$ cat src/rtl/core_pkg.sv
// Shared decode constants: immediate-source encodings used by the control
// unit and the immediate pipeline, plus the pipeline FSM state type.
package core_pkg;

    localparam int XLEN_DEFAULT = 32;

    localparam logic [2:0] IMM_I = 3'b000;
    localparam logic [2:0] IMM_S = 3'b001;
    localparam logic [2:0] IMM_B = 3'b010;
    localparam logic [2:0] IMM_U = 3'b011;
    localparam logic [2:0] IMM_J = 3'b100;
    localparam logic [2:0] IMM_Z = 3'b101;

    typedef enum logic [1:0] {
        ST_EMPTY = 2'd0,
        ST_FULL  = 2'd1,
        ST_SKID  = 2'd2
    } pipe_state_e;

endpackage

$ cat src/rtl/imm_decode.sv
// Combinational immediate extraction from a 32-bit instruction word,
// extended to XLEN. Reserved source encodings yield zero and flag illegal.
module imm_decode
    import core_pkg::*;
#(
    parameter int XLEN = XLEN_DEFAULT
) (
    input  logic [31:0]     instr_i,
    input  logic [2:0]      imm_src_i,
    output logic [XLEN-1:0] imm_o,
    output logic            illegal_o
);

    logic [31:0] imm32;
    logic        sign;
    logic        unused_opcode;

    assign sign          = instr_i[31];
    assign unused_opcode = ^instr_i[6:0];

    // Every format is first built as a 32-bit signed value; zimm has bit 31
    // clear, so one sign extension to XLEN below is correct for all of them.
    always_comb begin
        imm32     = '0;
        illegal_o = 1'b0;
        case (imm_src_i)
            IMM_I:   imm32 = {{20{sign}}, instr_i[31:20]};
            IMM_S:   imm32 = {{20{sign}}, instr_i[31:25], instr_i[11:7]};
            IMM_B:   imm32 = {{19{sign}}, instr_i[31], instr_i[7],
                              instr_i[30:25], instr_i[11:8], 1'b0};
            IMM_U:   imm32 = {instr_i[31:12], 12'b0};
            IMM_J:   imm32 = {{11{sign}}, instr_i[31], instr_i[19:12],
                              instr_i[20], instr_i[30:21], 1'b0};
            IMM_Z:   imm32 = {27'b0, instr_i[19:15]};
            default: illegal_o = 1'b1;
        endcase
    end

    assign imm_o = XLEN'(signed'(imm32));

endmodule

$ cat src/rtl/imm_gen_pipe.sv
// Registered immediate-generation stage between decode and ID/EX, with an
// optional two-entry skid buffer so downstream stalls never reach decode combinationally.
module imm_gen_pipe
    import core_pkg::*;
#(
    parameter int XLEN    = XLEN_DEFAULT,
    parameter int TAG_W   = 5,
    parameter int SKID_EN = 1
) (
    input  logic             clk,
    input  logic             rst_n,
    input  logic             flush,
    input  logic             in_valid,
    output logic             in_ready,
    input  logic [31:0]      in_instr,
    input  logic [2:0]       in_imm_src,
    input  logic [TAG_W-1:0] in_tag,
    output logic             out_valid,
    input  logic             out_ready,
    output logic [XLEN-1:0]  out_imm,
    output logic [TAG_W-1:0] out_tag,
    output logic             out_illegal,
    output logic [1:0]       state_o
);

    localparam int ENTRY_W = XLEN + TAG_W + 1;

    logic [XLEN-1:0]    dec_imm;
    logic               dec_illegal;
    logic [ENTRY_W-1:0] in_entry;

    logic [ENTRY_W-1:0] main_q, main_d;
    logic [ENTRY_W-1:0] skid_q, skid_d;
    pipe_state_e        state_q, state_d;
    logic               out_valid_q, out_valid_d;
    logic               in_ready_q, in_ready_d;

    logic               accept;
    logic               pop;

    imm_decode #(.XLEN(XLEN)) u_decode (
        .instr_i   (in_instr),
        .imm_src_i (in_imm_src),
        .imm_o     (dec_imm),
        .illegal_o (dec_illegal)
    );

    assign in_entry = {dec_illegal, in_tag, dec_imm};

    // Handshake: a beat moves on a rising edge only when valid and ready are
    // both high; out_valid and its payload hold until popped, and flush kills
    // held entries and any same-cycle input regardless of either ready.
    assign in_ready = (SKID_EN != 0) ? in_ready_q : (~out_valid_q | out_ready);
    assign accept   = in_valid & in_ready & ~flush;
    assign pop      = out_valid_q & out_ready;

    always_comb begin
        state_d = state_q;
        main_d  = main_q;
        skid_d  = skid_q;
        if (flush) begin
            state_d = ST_EMPTY;
        end else begin
            case (state_q)
                ST_EMPTY: begin
                    if (accept) begin
                        state_d = ST_FULL;
                        main_d  = in_entry;
                    end
                end
                ST_FULL: begin
                    if (accept && pop) begin
                        main_d = in_entry;
                    end else if (accept) begin
                        // Only reachable with the skid buffer: without it an
                        // accept while full always coincides with a pop.
                        state_d = ST_SKID;
                        skid_d  = in_entry;
                    end else if (pop) begin
                        state_d = ST_EMPTY;
                    end
                end
                ST_SKID: begin
                    if (pop) begin
                        state_d = ST_FULL;
                        main_d  = skid_q;
                    end
                end
                default: state_d = ST_EMPTY;
            endcase
        end
        out_valid_d = (state_d != ST_EMPTY);
        in_ready_d  = (state_d != ST_SKID);
    end

    always_ff @(posedge clk or negedge rst_n) begin
        if (!rst_n) begin
            state_q     <= ST_EMPTY;
            main_q      <= '0;
            skid_q      <= '0;
            out_valid_q <= 1'b0;
            in_ready_q  <= 1'b1;
        end else begin
            state_q     <= state_d;
            main_q      <= main_d;
            skid_q      <= skid_d;
            out_valid_q <= out_valid_d;
            in_ready_q  <= in_ready_d;
        end
    end

    assign out_valid                       = out_valid_q;
    assign {out_illegal, out_tag, out_imm} = main_q;
    assign state_o                         = state_q;

endmodule

$ cat config.mk
export PLATFORM = sky130hd
export DESIGN_NAME = imm_gen_pipe
export DESIGN_NICKNAME = d
export VERILOG_FILES = /design/src/rtl/core_pkg.sv /design/src/rtl/imm_decode.sv /design/src/rtl/imm_gen_pipe.sv
export SDC_FILE = /design/constraint.sdc
export NUM_CORES = 1
export LEC_CHECK = 0
export BUFFER_PORTS_ARGS = -buffer_cell sky130_fd_sc_hd__buf_2
export CAP_MARGIN = 5
export CORE_MARGIN = 10
export CORE_UTILIZATION = 55
export CTS_BUF_LIST = sky130_fd_sc_hd__clkbuf_8
export DETAILED_ROUTE_END_ITERATION = 8
export PLACE_DENSITY = 0.81
export SYNTH_ARGS = -nofsm -noshare
export SYNTH_HDL_FRONTEND = slang
export SYNTH_SLANG_ARGS = --single-unit
$ cat constraint.sdc
create_clock -name clk -period 2.55 [get_ports clk]
set_input_delay 0 -clock clk [delete_from_list [all_inputs] [get_ports clk]]
set_output_delay 0 -clock clk [all_outputs]
set_load 0.05 [all_outputs]
After elaboration in Yosys (flattened, before gate mapping):

Index checks and enable logic that the tools add are counted.
Widths: inputs -> output; s select.

* muxes and demuxes: 13
* equal/unequal tests: 11
* bitwise logic cells: 5
* reduce and logical (&&, ||, !) cells: 8

Operators by type and width (number)
* $pmux 32 s6: 1
* $mux 38: 3
* $pmux 38 s3: 1
* $mux 2: 6
* $ne 2x2->1 const B: 4
* $eq 3x2->1 const B: 2
* $eq 3x3->1 const B: 2
* $pmux 2 s3: 1
* $reduce_or 6->1: 1
* $reduce_and 5->1: 1
* $reduce_and 4->1: 1
* $and 1x1->1: 3
* $eq 3x1->1 const B: 1
* $logic_not 3->1: 1
* $reduce_bool 3->1: 1
* $eq 2x1->1 const B: 1
* $eq 2x2->1 const B: 1
* $logic_not 2->1: 1
* $not 1->1: 2
* $reduce_bool 2->1: 1
* $logic_and 1x1->1: 1
* $mux 1: 1

* logic and storage cells: 42
* input port bits: 45
* flip-flop bits (word level): 80
* output and inout bits: 42

Logic depth before layout (Yosys ltp):

Gate-level depths: netlist of the first run.

* depth after elaboration: 7
* depth in mapped cells: 8
* mapped depth without buffers: 4

By module:

A second synthesis of the first run with hierarchy kept.

* cell total of the unflattened synthesis: 320
* area, all modules: 4319.1 um^2

Modules (own cells, without submodules)
* imm_gen_pipe: instances 1, cells each 222, seq. area each 2003.2 um^2, area an instance 3567.2 um^2
* imm_decode: instances 1, cells each 98, seq. area each 0.0 um^2, area an instance 752.0 um^2

Worst setup path before layout of the first run:

No wires, ideal clock.

* kind: register to register
* from: register in_ready_q (netlist: in_ready)
* to: register main_q[13]
* library setup time: 0.095 ns
* path buffers: 2
* required time: 2.455 ns
* slack: 0.525 ns
* arrival: 1.929 ns
* stages on the path, launching flop included: 7
* clock period less this slack: 2.025 ns
* cell sequence: dfstp_2 > nand2_1 > o32a_4 > or2_1 > buf_6 > buf_6 > o31ai_1

* word-level cells in the longest chain between the ends: 5
* elaborated cells between the ends (all ways): 6
* those cells by class: eq/ne: 2; bitwise: 2; reduce/logical: 2

RTL lines
* start: declaration: line imm_gen_pipe.sv:36 `logic in_ready_q, in_ready_d;`
* start signal: assignment: line imm_gen_pipe.sv:108 `in_ready_q <= in_ready_d;`
* $and 1x1->1 (*) (2 in series): line imm_gen_pipe.sv:54 `assign accept = in_valid & in_ready & ~flush;`
* $logic_and 1x1->1: line imm_gen_pipe.sv:72 `if (accept && pop) begin`
* $ne 2x2->1 (no source line)
* $reduce_and 5->1 (no source line) (*)
* end signal: assignment: line imm_gen_pipe.sv:105 `main_q <= main_d;`
* end: declaration: line imm_gen_pipe.sv:32 `logic [ENTRY_W-1:0] main_q, main_d;`

Every way passes the cells marked *; elsewhere a longest branch is shown, timed or not.
A chain may end at the register's enable or synchronous reset.

Worst setup path after layout of the first run:

* from: register state_q[0] (netlist: state_o[0])
* to: register main_q[3]

* word-level cells in the longest chain between the ends: 3
* elaborated cells between the ends (all ways): 9
* those cells by class: eq/ne: 5; mux: 1; reduce/logical: 3

RTL lines
* start: declaration: line imm_gen_pipe.sv:34 `pipe_state_e state_q, state_d;`
* start signal: assignment: line imm_gen_pipe.sv:104 `state_q <= state_d;`
* $eq 2x1->1, or another cell as far along: line imm_gen_pipe.sv:64 `case (state_q)`
* $ne 2x2->1 (no source line) or $reduce_bool 3->1 (tied branches)
* $reduce_and 5->1 (no source line)

Several ways; a longest one is shown, not always the timed one.

==> results of run 1 <==
-- metal layers --
metal	up-vias	wire, microns	GRT usage
met5	-	0	0
met4	0	296	0.09412
met3	28	775	0.05429
met2	143	4902	0.3096
met1	1643	4315	0.2559
li1	1612	-	-
-- sequential cells by signal, summed over array words and instances, names as in the netlist --
| name | cells |
|---|---|
| out_valid | 1 |
| skid_q | 38 |
| in_ready | 1 |
| main_q | 38 |
| state_o | 2 |
-- repair_timing --
item	CTS	global route
hold buffers	26	0
setup endpoints to repair	0	0
endpoints found under the hold margin	127	0
-- where the power goes --
| group | internal, W | total, W | switching, W | leakage, nW |
|---|---|---|---|---|
| clock network | 0.000462 | 0.000965 | 0.000502 | 0.101 |
| logic | 0.000356 | 0.00122 | 0.000864 | 1.07 |
| registers | 0.00158 | 0.00175 | 0.000169 | 1.02 |
-- critical path: cells and delay by family (launching register included) --
family	cells	cell delay [ps]
AO/OA/AOI/OAI	2	730
flip-flops	1	420
multiplexers	1	380
buffers and inverters	1	370
AND/OR/NAND/NOR	1	150
-- worst max-delay path by stage --
stage | cells after the start | to | from | slack (ps)
CTS | 5 | main_q[0] | in_ready | 390
detailed placement | 5 | main_q[1] | state_o[0] | 400
floorplan | 6 | main_q[13] | in_ready | 530
global route | 5 | main_q[4] | state_o[0] | 230
global placement | 5 | main_q[3] | in_ready | 450
finish | 5 | main_q[3] | state_o[0] | 370
-- final cells by class --
type,count,area [sq um]
clock inverter,7,77.57
timing repair buffer,114,738.2
sequential,80,2003
fill,527,2078
antenna,1,2.502
tap,80,100.1
inverter,2,7.507
clock buffer,9,123.9
multi-input combinational,288,1625
-- cell families after synthesis --
family	after synthesis
mux	17
buf+inv	35
simple gates	115
compound gates	155
flops	80
fa+ha+maj	1
-- layout by cell type, fill, tap and decap left out, drive strengths merged, types with 2 or more instances in the layout --
master,synthesis,final
a211oi,2,2
a21oi,47,47
a221oi,4,4
a22o,6,6
a22oi,6,6
and2,2,2
buf,10,88
clkbuf,23,9
clkinv,0,2
dfrtp,79,79
dlygate4sd3,0,26
inv,2,5
mux2,12,12
mux2i,5,5
nand2,48,48
nand2b,2,2
nand3b,2,2
nor2,48,48
nor2b,2,2
nor3b,2,2
nor4bb,4,4
o21ai,63,63
o31ai,22,22
or2,2,2
-- through the flow --
| stage | worst slack (ps) | std cells | cell area (sq um) |
|---|---|---|---|
| floorplan | 525.3 | 403 | 3794 |
| global placement | 454.3 | 538 | 4214 |
| detailed placement | 400.8 | 538 | 4214 |
| CTS | 392.6 | 580 | 4676 |
| global route | 229.5 | 581 | 4678 |
| finish | 371.9 | 581 | 4678 |
==> flow_summary_export.csv, run 1 <==
group,metric,value,unit
logic_synthesis,synth_top_cell_by_area,"dfrtp_1",
critical_path,worst_setup_path_end_kind,"register",
cts,cts_tree,"yes",
logic_synthesis,syn_area_per_cell,9.413,sq um
critical_path,critPathSlowestCell,"dfrtp_1",
power,peakVddDrop,0.5051,mV
cts,h_tree_levels,3,
logic_synthesis,largest_family_of_logic_cells_by_synthesized_area,"compound AO/OA/AOI/OAI gates",
critical_path,critical_path.reg2reg.startpoint,"state_o[0]",
grt,number_of_antenna_violations_at_the_first_check_in_global_routing,1,
critical_path,critPathMaxStageDelay,420,ps
route,post_drt_via_cell_ratio,5.897,
sta,final-max-slew-violation-count,0,
cts,cts_buffers,9,
cts,cts.sink_count,80,
critical_path,cp.arrival,2430,ps
grt,globalRoute.totalOverflow,0,
floorplan,die-height,103.1,microns
logic_synthesis,post-synth-top-area-fraction,0.5211,
layout,final_layout_size_suffix_gt1_frac,0.2400,
sta,finalSetupViolCount,0,
sta,worst_slew_margin_rel,0.3198,
cts,number_of_gates_resized_after_cts,0,
logic_synthesis,synth.net_count,448,
sta,finalCritPeriodShare,0.8542,
grt,via_count_of_the_first_global_routing_pass,3494,
route,drt_pre_antenna_iters,5,
logic_synthesis,share_of_synthesized_area_occupied_by_flip_flops_and_latches,0.5280,
floorplan,initial_utilization,0.5615,
power,p_per_area,841.2,nW/um^2
route,detail_route.wl_per_cell,17.71,microns
min_path,hold_depth,3,
placement,detailed_place_hpwl,6.515,mm
logic_synthesis,synth-edff-count,0,
cts,max_root_sink_buffers,2,
critical_path,worstPathMaxFanout,38,
route,drt_wl_total,10.29,mm
grt,gr-usage-all-layers,0.2005,
logic_synthesis,synth_area,3794,sq um
route,dr_total_vias,3426,
logic_synthesis,ys_warn_count,0,
logic_synthesis,proportion_of_synthesized_area_in_mux_cells,0.04881,
status,run_status,"finished clean",
min_path,hp-class,"primary input to register",
critical_path,r2r.worst_path.cells,5,
floorplan,placement_rows,30,
cts,worst_setup_hold_path_clk_slew,80,ps
cts,cts.repair_timing.setup_buffer_count,0,
floorplan,fp.dieArea,10620,sq um
route,ant_nets,0,
logic_synthesis,synth_seq_cells,80,
power,p_leak,2.194,nW
critical_path,critPathRequiredTime,2800,ps
logic_synthesis,yosys.area_share.adder,0.002639,
logic_synthesis,synth_top_cells_by_area,"dfrtp_1 (52%), o21ai_0 (8.2%), a21oi_1 (6.2%)",
logic_synthesis,synth-compound-area-share,0.2431,
logic_synthesis,synth_flop_cell,"dfrtp_1",
layout,areaGrowthSynthToFinish,23.32,%
cts,ctsRootBufferMaster,"clkbuf_8",
sta,finalClockSkew,12.39,ps
sta,maxClockFrequency,459.1,MHz
cts,worst_skew_pair.late_latency,360,ps
grt,first_pass_grt_wire_length,16.84,mm
sta,final_period_minus_worst_setup_slack,2178,ps
sta,hold_viol_final,0,
critical_path,rr_endpoint,"main_q[3]",
logic_synthesis,synthCells,403,
logic_synthesis,synth.most_common_cell,"dfrtp_1",
critical_path,crit_path_cell_chain,"a21boi_1 -> o32a_4 -> or2_1 -> buf_4 -> mux2_2",
sta,grt_setup_unrepaired,"false",
grt,grt_max_degree,81,
sta,max_slew.worst_pin.slew,1020,ps
route,drt_drc_violations_left,0,
floorplan,floorplan.core_area,6756,sq um
logic_synthesis,simple_gate_fraction_of_synth_area,0.1339,
route,drt-initial-drc-count,265,
min_path,terminating_pin_of_the_worst_hold_path,"skid_q[18]",
floorplan,chipWidth,103.1,microns
logic_synthesis,synth_xor_area_frac,0,
floorplan,io_pins,87,
placement,gp_congestion,0.8298,
layout,postLayoutCoreUtil,0.6924,
critical_path,worstSetupStartpointType,"register",
layout,finish.net_count,540,
logic_synthesis,async_reset_ff_frac,1.000,
critical_path,critPathKind,"register to register",
min_path,hold_path.startpoint,"in_instr[18]",
logic_synthesis,netlist-cell-type-count,37,
critical_path,regToRegSetupSlack,370,ps
placement,portBuffers,79,
logic_synthesis,synth_top_cells_by_count,"dfrtp_1 (79), o21ai_0 (62), nand2_1 (48), nor2_1 (48), a21oi_1 (47)",
power,overall_power,0.003935,W
sta,timing.hold.ws,20.78,ps
flow_run,max_cap_viol_count,0,
sta,totalNegativeSetupSlack,0,ps
Power figures use the tool's default switching activity.
==> run 2: changes to the inputs <==
BUFFER_PORTS_ARGS = not set   (was -buffer_cell sky130_fd_sc_hd__buf_2)
DONT_BUFFER_PORTS = 1   (was not set)
PLACE_DENSITY = 0.7   (was 0.81)
==> flow_summary_export.csv, run 2 (synthesized netlist as in run 1, its figures left out) <==
group,metric,value,unit
critical_path,rr_endpoint,"skid_q[0]",
cts,worst_skew_pair.late_latency,340,ps
placement,dpl.cell_count,462,
grt,grt_most_used_layer,"met2",
critical_path,worstSetupStartpointType,"register",
cts,ctsRootBufferMaster,"clkbuf_8",
critical_path,r2r.worst_path.cells,5,
layout,n_antenna_cell,0,
route,drt_wl_total,10.03,mm
layout,layout_commonest_cell,"dfrtp_1",
flow_run,max_cap_viol_count,0,
layout,final_cell_mix,"dfrtp_1 (79), o21ai_0 (62), nand2_1 (48), nor2_1 (48), a21oi_1 (47)",
critical_path,critical_path.reg2reg.startpoint,"state_o[1]",
status,run_status,"finished clean",
route,drt_pre_antenna_iters,5,
grt,via_count_of_the_first_global_routing_pass,3111,
cts,max_root_sink_buffers,2,
layout,final_layout_size_suffix_gt1_frac,0.1060,
layout,finish.net_count,474,
layout,postLayoutCoreUtil,0.6535,
grt,global_route.usage.met1,0.2444,
sta,maxClockFrequency,410.6,MHz
placement,gp_congestion,0.8061,
sta,final-max-slew-violation-count,0,
sta,final_period_minus_worst_setup_slack,2436,ps
critical_path,critPathMaxStageDelay,590,ps
cts,worst_setup_hold_path_clk_slew,80,ps
route,dr_total_vias,3099,
critical_path,critPathSlowestCell,"dlygate4sd3_1",
power,peakVddDrop,0.4112,mV
sta,totalNegativeSetupSlack,0,ps
sta,finalSetupViolCount,0,
power,p_leak,1.916,nW
critical_path,worstPathMaxFanout,30,
critical_path,critical_path.top_delay_family,"buffers and inverters",
critical_path,crit_path_cell_chain,"and4bb_2 -> nand2_1 -> buf_4 -> o31ai_1 -> dlygate4sd3_1",
critical_path,critPathKind,"register to register",
route,drt_drc_violations_left,0,
floorplan,initial_utilization,0.5615,
floorplan,floorplan.core_area,6756,sq um
placement,detailed_place_hpwl,6.245,mm
grt,first_pass_grt_wire_length,16.06,mm
critical_path,worst_setup_path_end_kind,"register",
floorplan,fp.dieArea,10620,sq um
floorplan,die-height,103.1,microns
sta,hold_viol_final,0,
power,overall_power,0.003766,W
layout,areaGrowthSynthToFinish,16.39,%
placement,pre_cts_slack,388.3,ps
cts,h_tree_levels,3,
sta,min_setup_slack_post_route,114.3,ps
grt,gr-usage-all-layers,0.1934,
grt,globalRoute.totalOverflow,0,
floorplan,io_pins,87,
layout,final-instance-count-excl-fill,514,
placement,portBuffers,0,
critical_path,critical_path.n_buffers_inverters,2,
route,drt-initial-drc-count,208,
route,detail_route.wl_per_cell,19.51,microns
route,post_drt_via_cell_ratio,6.029,
sta,finalCritPeriodShare,0.9552,
critical_path,timing.critical_path.to,"skid_q[0]",
min_path,hp-class,"primary input to register",
critical_path,critPathLaunch,"state_o[1]",
critical_path,regToRegSetupSlack,110,ps
power,p_per_area,852.9,nW/um^2
floorplan,placement_rows,30,
grt,grtUsageMet3,0.06367,
sta,max_slew.worst_pin.slew,726.6,ps
critical_path,path_depth,5,
sta,grt_setup_unrepaired,"false",
grt,number_of_antenna_violations_at_the_first_check_in_global_routing,0,
sta,finalClockSkew,8.363,ps
critical_path,cp.arrival,2710,ps
critical_path,critPathRequiredTime,2820,ps
cts,cts_buffers,9,
grt,grt_max_degree,81,
grt,grt_use_met2,0.3008,
cts,cts_tree,"yes",
floorplan,chipWidth,103.1,microns
route,ant_nets,0,
cts,cts.sink_count,80,
sta,worst_slew_margin_rel,0.5156,
==> run 2: worst reg2reg max path, cell delays in order, from the launching register on <==
cell	delay (ps)
dfrtp_1	470
and4bb_2	360
nand2_1	330
buf_4	370
o31ai_1	250
dlygate4sd3_1	590
==> run 2: worst min-delay path by stage <==
stage | from | end | slack, ps | depth (start not counted)
after floorplan | rst_n | main_q[0] | -300 | 0
after global placement | rst_n | main_q[14] | -290 | 0
after detailed placement | rst_n | main_q[12] | -290 | 0
after CTS | in_instr[7] | skid_q[11] | 4 | 4
after global routing | in_imm_src[1] | main_q[0] | 30 | 2
final | in_instr[7] | skid_q[11] | 20 | 4
==> run 2: layout make-up <==
type	count	area [sq um]
timing repair buffer	48	478.0
multi-input combinational	288	1625
inverter	2	7.507
clock buffer	9	123.9
fill	550	2341
clock inverter	7	77.57
sequential	80	2003
tap	80	100.1
==> run 2: timing repair <==
item                                   4_1_cts  5_1_grt
hold buffers                                36        0
setup buffers                                0        0
resized for setup                            0        0
endpoints found under the hold margin      155        0
==> run 2: layer usage <==
metal  share of wire  vias up
li1                -     1476
met1            0.41     1498
met2            0.48      112
met3           0.094       13
met4           0.014        0
met5               0        -
==> run 2: where the power goes <==
part / switching (W) / internal, W / leakage, nW
clock: 0.000478 / 0.000463 / 0.101
combinational: 0.000327 / 0.000270 / 0.796
sequential: 0.000655 / 0.00157 / 1.02
==> run 2: stage by stage <==
| stage | hold slack (ps) | area, sq um |
|---|---|---|
| detailed placement | -291.8 | 3826 |
| finish | 15.36 | 4415 |
| global route | 27.19 | 4415 |
| floorplan | -295.6 | 3794 |
| global placement | -292.1 | 3826 |
| CTS | 3.697 | 4415 |
==> run 3: changes to the inputs <==
ABC_AREA = 1   (was not set)
==> flow_summary_export.csv, run 3 <==
group,metric,value,unit
status,run_status,"finished clean",
floorplan,chipWidth,105.3,microns
cts,cts.repair_timing.setup_buffer_count,0,
min_path,hold_depth,6,
sta,min_setup_slack_post_route,605.2,ps
placement,pre_cts_slack,643.3,ps
cts,h_tree_levels,3,
cts,cts_tree,"yes",
sta,final-max-slew-violation-count,0,
floorplan,io_pins,87,
logic_synthesis,synth_flop_cell,"dfrtp_1",
sta,max_slew.worst_pin.slew,662.7,ps
sta,grt_setup_unrepaired,"false",
logic_synthesis,synth_top_cell_by_area,"dfrtp_1",
cts,ctsRootBufferMaster,"clkbuf_8",
sta,worst_slew_margin_rel,0.5575,
logic_synthesis,synth-compound-area-share,0.02753,
critical_path,r2r.worst_path.cells,7,
logic_synthesis,netlist-cell-type-count,20,
grt,grt_max_degree,81,
floorplan,die-height,105.3,microns
sta,maxClockFrequency,514.2,MHz
route,drt-initial-drc-count,268,
layout,areaGrowthSynthToFinish,21.05,%
floorplan,initial_utilization,0.5575,
grt,first_pass_grt_wire_length,17.22,mm
floorplan,placement_rows,31,
logic_synthesis,share_of_synthesized_area_occupied_by_flip_flops_and_latches,0.5008,
logic_synthesis,synth_area,4000,sq um
power,p_leak,2.842,nW
layout,layout_commonest_cell,"nand2_1",
logic_synthesis,ys_warn_count,0,
placement,detailed_place_hpwl,6.384,mm
route,dr_total_vias,3604,
logic_synthesis,synth_top_cells_by_area,"dfrtp_1 (49%), nand2_1 (26%), nor2_1 (6.0%)",
logic_synthesis,yosys.area_share.adder,0,
grt,globalRoute.totalOverflow,0,
placement,placed_cell_area,4064,sq um
critical_path,worst_setup_path_end_kind,"register",
logic_synthesis,synth_seq_cells,80,
grt,via_count_of_the_first_global_routing_pass,3423,
logic_synthesis,synthCells,556,
critical_path,critical_path.reg2reg.startpoint,"in_ready",
route,ant_nets,0,
cts,max_root_sink_buffers,2,
sta,finalClockSkew,12.12,ps
logic_synthesis,async_reset_ff_frac,1.000,
logic_synthesis,synth.net_count,601,
power,peakVddDrop,0.5304,mV
layout,final_layout_size_suffix_gt1_frac,0.06312,
sta,finalCritPeriodShare,0.7627,
logic_synthesis,synth-edff-count,0,
critical_path,worstPathMaxFanout,42,
route,drt_wl_total,10.24,mm
cts,worst_setup_hold_path_clk_slew,80,ps
critical_path,worstSetupStartpointType,"register",
logic_synthesis,synth.most_common_cell,"nand2_1",
min_path,hp-class,"primary input to register",
logic_synthesis,synth_xor_area_frac,0,
grt,number_of_antenna_violations_at_the_first_check_in_global_routing,0,
grt,gr-usage-all-layers,0.1855,
flow_run,max_cap_viol_count,0,
route,detail_route.wl_per_cell,14.61,microns
cts,cts.sink_count,80,
sta,hold_viol_final,0,
power,overall_power,0.004288,W
min_path,hold_path.startpoint,"in_instr[24]",
floorplan,fp.dieArea,11080,sq um
logic_synthesis,post-synth-top-area-fraction,0.4942,
sta,totalNegativeSetupSlack,0,ps
logic_synthesis,syn_area_per_cell,7.194,sq um
logic_synthesis,synth_top_cells_by_count,"nand2_1 (281), dfrtp_1 (79), nor2_1 (64)",
critical_path,rr_endpoint,"in_ready",
layout,finish.net_count,642,
layout,final_cell_mix,"nand2_1 (280), dfrtp_1 (79), nor2_1 (64)",
layout,n_antenna_cell,0,
critical_path,critPathMaxStageDelay,570,ps
min_path,terminating_pin_of_the_worst_hold_path,"main_q[4]",
critical_path,cp.arrival,2220,ps
critical_path,critPathSlowestCell,"dlygate4sd3_1",
cts,worst_skew_pair.late_latency,350,ps
placement,gp_congestion,0.8069,
layout,layout.cell_area.non_filler,4842,sq um
route,post_drt_via_cell_ratio,5.141,
sta,final_period_minus_worst_setup_slack,1945,ps
critical_path,critPathRequiredTime,2830,ps
logic_synthesis,proportion_of_synthesized_area_in_mux_cells,0,
cts,cts_buffers,9,
floorplan,floorplan.core_area,7176,sq um
sta,finalSetupViolCount,0,
route,drt_drc_violations_left,0,
placement,portBuffers,0,
critical_path,regToRegSetupSlack,610,ps
critical_path,crit_path_cell_chain,"nand3_1 -> inv_1 -> nand3b_2 -> buf_4 -> nand2_1 -> nand2_1 -> dlygate4sd3_1",
critical_path,critPathMostFrequentCell,"nand2_1",
critical_path,critPathKind,"register to register",
logic_synthesis,largest_family_of_logic_cells_by_synthesized_area,"simple AND/OR/NAND/NOR gates",
power,p_per_area,885.5,nW/um^2
route,drt_pre_antenna_iters,5,
logic_synthesis,simple_gate_fraction_of_synth_area,0.4113,
## run 3: cell types whose count changed after synthesis, moves of 12 or more
cell	delta
nand3_1	+41
o21ai_0	-44
nand2_1	+233
mux2_2	-12
o31ai_1	-22
nor2_1	+16
inv_1	+17
a21oi_1	-46
## run 3: area by class of cell
cell class	instances	area, sq um
inverter	23	86.33
clock inverter	6	132.6
sequential	80	2003
clock buffer	10	137.6
multi-input combinational	425	1758
timing repair buffer	58	600.6
fill	610	2333
tap	99	123.9
## run 3: worst max-delay path, delay by kind of cell (launching register included)
kind / cells / cell delay, ps
and+or+nand+nor: 4 / 400
buffers and inverters: 3 / 940
DFF: 1 / 540
## run 3: cells by family after synthesis
logic type             Yosys count
and+or+nand+nor                403
DFF                             80
buffers and inverters           51
AOI/OAI and AO/OA               22
## run 3: power by group
part	leakage, nW	switching [W]	internal [W]	total (W)
clock network	0.138	0.000462	0.000775	0.00124
registers	1.03	0.000787	0.00161	0.00240
logic	1.67	0.000380	0.000274	0.000653
## run 3: metal layers
layer	routed length (microns)	GRT usage	vias up
li1	-	-	1798
met4	175	0.07353	0
met3	655	0.04507	16
met1	4650	0.2475	1685
met2	4759	0.2840	105
met5	0	0	-
## run 3: repair_timing
item                      CTS  global route
resized for setup           0             0
hold endpoints to repair  160             0
hold buffers               49             0
## run 3: metrics by stage
| step | hold WS [ps] | cells | util |
|---|---|---|---|
| detailed placement | -293.0 | 636 | 0.5663 |
| global route | 53.08 | 701 | 0.6748 |
| global placement | -293.1 | 636 | 0.5663 |
| finish | 13.12 | 701 | 0.6748 |
| CTS | 6.060 | 701 | 0.6748 |
| floorplan | -295.6 | 556 | - |
## run 3: worst max path at each step
stage / startpoint / depth (start not counted) / slack (ps) / to
global placement: in_ready / 7 / 670 / main_q[16]
floorplan: state_o[0] / 7 / 980 / main_q[12]
CTS: in_ready / 7 / 600 / in_ready
detailed placement: in_ready / 7 / 640 / main_q[20]
finish: in_ready / 7 / 610 / in_ready
global route: in_ready / 7 / 440 / main_q[16]
